## config.mk

```make
export PLATFORM = sky130hd
export DESIGN_NAME = bar_chart_sequencer
export DESIGN_NICKNAME = d
export VERILOG_FILES = /design/src/rtl/bar_chart_sequencer.sv
export SDC_FILE = /design/constraint.sdc
export NUM_CORES = 1
export LEC_CHECK = 0
export CAP_MARGIN = 20
export CORE_MARGIN = 1
export CORE_UTILIZATION = 59
export DETAILED_ROUTE_END_ITERATION = 6
export PLACE_DENSITY = 0.88
export SYNTH_ARGS = -nofsm -noshare
export SYNTH_HDL_FRONTEND = slang
export SYNTH_SLANG_ARGS = --single-unit
export TNS_END_PERCENT = 20
```

## constraint.sdc

```tcl
create_clock -name clk -period 2.48 [get_ports clk]
set_clock_uncertainty 0.05 [all_clocks]
set_input_delay 0.496 -clock clk [delete_from_list [all_inputs] [get_ports clk]]
set_output_delay 0.496 -clock clk [all_outputs]
set_load 0.005 [all_outputs]
```

## src/rtl/bar_chart_sequencer.sv

```systemverilog
// Bar chart frame sequencer: holds a small table of bar heights and, on
// request, steps a column plotter through an erase pass and a draw pass for
// every bar, left to right, then pulses frame_done.
module bar_chart_sequencer #(
   parameter int          NUM_BARS   = 8,
   parameter int          BASE_X     = 20,
   parameter int          BAR_PITCH  = 10,
   parameter int          BASE_Y     = 220,
   parameter int          MAX_HEIGHT = 200,
   parameter logic [2:0]  BAR_COLOUR = 3'b010,
   parameter logic [2:0]  BG_COLOUR  = 3'b000
) (
   input  logic       clk,
   input  logic       resetn,
   input  logic       start,
   input  logic       bar_we,
   input  logic [2:0] bar_wr_idx,
   input  logic [7:0] bar_wr_height,
   input  logic       draw_done,
   output logic       draw_clr_n,
   output logic       draw_enable,
   output logic [8:0] draw_x,
   output logic [7:0] draw_y,
   output logic [7:0] draw_height,
   output logic [2:0] colour,
   output logic       plot,
   output logic       busy,
   output logic       frame_done
);

   typedef enum logic [2:0] {IDLE, CLR_E, ERASE, CLR_D, DRAW, FIN} state_t;

   state_t     state;
   state_t     state_next;
   logic [2:0] idx;
   logic [7:0] heights [0:7];
   logic [7:0] work_height;
   logic       clr_hold;
   logic [7:0] wr_sat;
   logic       last_bar;

   assign wr_sat   = (bar_wr_height > 8'(MAX_HEIGHT)) ? 8'(MAX_HEIGHT) : bar_wr_height;
   assign last_bar = (idx == 3'(NUM_BARS - 1));
   assign plot     = draw_enable & ~draw_done;

   // State register
   always_ff @(posedge clk) begin
      if (!resetn) state <= IDLE;
      else         state <= state_next;
   end

   // Bar index, latched draw height, and the one-cycle plotter clear after reset
   always_ff @(posedge clk) begin
      if (!resetn) begin
         idx         <= '0;
         work_height <= '0;
         clr_hold    <= 1'b1;
      end else begin
         clr_hold <= 1'b0;
         if (state == IDLE && start)
            idx <= '0;
         else if (state == DRAW && draw_done && !last_bar)
            idx <= idx + 3'd1;
         // Latching here keeps draw_height stable while the table is rewritten mid-pass
         if (state == CLR_D)
            work_height <= heights[idx];
      end
   end

   // Height table with saturating writes; indices beyond NUM_BARS are dropped
   always_ff @(posedge clk) begin
      if (!resetn) begin
         for (int unsigned i = 0; i < 8; i++) heights[i] <= '0;
      end else if (bar_we) begin
         for (int unsigned i = 0; i < NUM_BARS; i++)
            if (bar_wr_idx == 3'(i)) heights[i] <= wr_sat;
      end
   end

   // Next-state logic and plotter/framebuffer controls
   always_comb begin
      state_next  = state;
      draw_clr_n  = 1'b1;
      draw_enable = 1'b0;
      draw_height = '0;
      colour      = BG_COLOUR;
      busy        = 1'b1;
      frame_done  = 1'b0;
      draw_x      = 9'(BASE_X + int'(idx) * BAR_PITCH);
      draw_y      = 8'(BASE_Y);
      case (state)
         IDLE: begin
            busy       = 1'b0;
            draw_x     = '0;
            draw_y     = '0;
            draw_clr_n = ~clr_hold;
            if (start) state_next = CLR_E;
         end
         CLR_E: begin
            draw_clr_n = 1'b0;
            state_next = ERASE;
         end
         ERASE: begin
            draw_enable = 1'b1;
            draw_height = 8'(MAX_HEIGHT);
            if (draw_done) state_next = CLR_D;
         end
         CLR_D: begin
            draw_clr_n = 1'b0;
            state_next = DRAW;
         end
         DRAW: begin
            draw_enable = 1'b1;
            draw_height = work_height;
            colour      = BAR_COLOUR;
            if (draw_done) state_next = last_bar ? FIN : CLR_E;
         end
         FIN: begin
            frame_done = 1'b1;
            state_next = IDLE;
         end
         default: state_next = IDLE;
      endcase
   end

endmodule

```

==> qor.txt <==
status = complete, no violations
most frequent cells after synthesis = edfxtp_1 (64), nor2_1 (63), mux2_2 (32)
crit path from = state[0]
crit end category = primary output
antenna-violating nets left = 0
wire per inst = 17.8 microns
reg2reg path depth = 6
Synth area leaders = edfxtp_1 (51%), mux2_2 (9.6%), dfxtp_1 (8.0%)
sequential area share after synthesis = 59.1%
r2r setup slk = 0.74 ns
Core Rows = 28
clk buf depth = 2
worst hold path type = reg -> reg
first-pass GRT wire length = 12300 microns
pwr dens = 661 nW/um^2
P_leak = 1.74 nW
worst r2r dst = idx[2]
# IOs = 49
compound-gate portion of the synthesized area = 6.32%
Num CTS Buffers = 9
Worst EP arrival = 1.89 ns
mapped cell area = 3760 sq um
Netlist cell types = 38
simple-gate share of the synthesized area = 15.6%
met3 usage = 6.56%
Via-to-Cell Ratio = 5.79
Core Area = 6030 sq um
Die Area = 6690 sq um
DRC = 0
dpl hpwl = 5490 microns
hold path endpoint = work_height[5]
fraction of registers with async set or reset after synthesis = 0%
met2 usage = 42.6%
non-filler cells, final = 457
max-cap violation count = 0
Layout Nets = 399
overall die height = 81.8 microns
number of synthesized register bits = 79
top cell type by total area after synthesis = edfxtp_1
maximum vdd drop = 0.000404 V
initial antenna violation count = 0
met1 Usage GRT = 33.5%
dominant synthesized flop cell = edfxtp_1
FILL cells = 375
mean area per synthesized cell = 11.6 sq um
Post-synth EDFFs = 64
port bufs = 41
Adder-Cell Fraction of Synth Area = 2.00%
via count = 2647
RSZ-0062 raised after global routing = yes
clock slew at reported path FFs = 0.08 ns
f_max = 411 MHz
post-layout instance area = 4570 sq um
Post-DP Area = 4270 sq um
Die Span X = 81.8 microns
largest family of logic cells by synthesized area = simple AND/OR/NAND/NOR gates
vias in the first global route = 2423
largest net degree at the start of global routing = 36
initial core utilization = 62.4%
drt total wl = 8150 microns
share of cells above drive strength 1 = 21.2%
Synth Warn # = 0
Clock Sinks = 79
Hold Fails Final Rpt = 0
Root Buffer = clkbuf_8
gpl congestion = 0.756
total power = 3.02 mW
grt total ovfl = 0
busiest grt layer = met2
CP Class = reg -> out
final critical-path required period = 2.43 ns
Starting DRT DRC Count = 186
most common cell in the netlist = edfxtp_1
CP startpoint kind = flop
worst path required time = 1.93 ns
Hold Buf Count CTS = 0
Clk Latency, worst-skew pair = 0.36 ns
synthesized instance count = 325
final hold slack = 0.404 ns
diodes inserted = 0
WHS Path Cells = 2
worst r2r src = idx[0]
H-tree depth = 3
Final setup violation count = 0
total global routing track utilization = 26.4%
CP max FO = 14
drt pass-1 iters = 5
fin crit share = 98.1%
mux cell area share after synthesis = 10.1%
placed insts = 441
CTS tree = built
Synth top area share = 51.1%
fin. max-slew vios = 0
post-synthesis xor/xnor area fraction = 1.40%
Synth-to-Final Area Change = 21.6%
hold_sp = work_height[5]
flip-flops by register name, summed over array words and instances, names as in the netlist:
name	cells
state	3
clr_hold	1
work_height	8
heights	64
idx	3
metal layers:
layer | share of wire [%] | vias to the layer above | routed length (microns)
li1 | - | 1234 | -
met5 | 0 | - | 0
met3 | 7.6 | 18 | 620
met2 | 49 | 128 | 4030
met4 | 3.1 | 0 | 254
met1 | 40 | 1267 | 3250
power by group:
group | internal [mW] | switching, mW | leakage [nW] | total [mW]
combinational | 0.178 | 0.175 | 0.886 | 0.354
clock | 0.665 | 0.456 | 0.110 | 1.12
sequential | 1.52 | 0.0299 | 0.743 | 1.55
total | 2.36 | 0.661 | 1.74 | 3.02
worst max path at each step:
stage | endpoint | slack, ns | depth (start not counted)
floorplan | draw_x[6] | 0.60 | 6
global placement | draw_x[6] | 0.15 | 7
detailed placement | draw_x[6] | 0.11 | 7
CTS | draw_x[4] | -0.03 | 6
global route | draw_y[6] | -0.03 | 3
finish | draw_height[1] | 0.05 | 4
critical path: stages, from the launching register on:
cell	delay, ns
dfxtp_1	0.33
buf_6	0.16
nor3b_4	0.33
and2_1	0.21
clkdlybuf4s50_1	0.51
layout by cell type (no fill, tap or decap), types with 2 or more instances in the layout:
cell type | Yosys | final
nor2b_1 | 4 | 3
o31ai_1 | 9 | 9
o22ai_1 | 17 | 17
nand2_1 | 27 | 27
o21ai_0 | 3 | 2
conb_1 | 1 | 7
nand2b_1 | 3 | 3
nor2_1 | 63 | 63
and2_1 | 7 | 7
a21oi_1 | 4 | 4
xor2_1 | 5 | 4
edfxtp_1 | 64 | 64
bufinv_16 | 0 | 3
mux2_2 | 32 | 32
nor3_1 | 5 | 4
inv_1 | 11 | 11
ha_1 | 6 | 2
dlygate4sd2_1 | 0 | 2
ha_4 | 0 | 3
dfxtp_2 | 0 | 2
dlymetal6s2s_1 | 0 | 2
dfxtp_1 | 15 | 12
mux2i_1 | 2 | 2
and2b_1 | 2 | 2
nand3_1 | 5 | 5
clkinvlp_4 | 0 | 2
buf_4 | 15 | 17
clkdlybuf4s50_1 | 0 | 36
nand3b_1 | 3 | 3
clkbuf_8 | 0 | 9
o21ai_1 | 1 | 2
buf_6 | 0 | 2
logic make-up (layout without fill, tap and decap cells):
| logic type | Yosys count | count (layout) |
|---|---|---|
| compound gates | 37 | 37 |
| xor+xnor | 6 | 6 |
| fa+ha+maj | 6 | 6 |
| buf+inv | 36 | 87 |
| flops | 79 | 79 |
| mux | 34 | 34 |
| other cells | 1 | 7 |
| simple gates | 126 | 126 |
area by class of cell:
class	instances	area, sq um	area share, %
Sequential cell	79	2230	48.7
Multi-Input combinational cell	216	1410	30.9
Clock buffer	10	128	2.79
Tap cell	75	93.8	2.05
Inverter	11	41.3	0.903
Timing Repair Buffer	60	558	12.2
Clock inverter	6	109	2.38
per-stage QoR:
stage / utilization, % / setup TNS [ns] / setup slack, ns
floorplan: - / 0 / 0.598
detailed placement: 70.8 / 0 / 0.108
finish: 75.9 / 0 / 0.0473
global route: 75.9 / -0.104 / -0.0256
global placement: 70.8 / 0 / 0.152
CTS: 75.3 / -0.0628 / -0.0301
repair_timing:
item                                    4_1_cts  5_1_grt
gates cloned                                  0        0
pin swaps                                     0        2
endpoints found under the setup margin       13       17
buffers inserted                              0        0
gates resized for setup                      11       11
(Power assumes the default switching activity.)
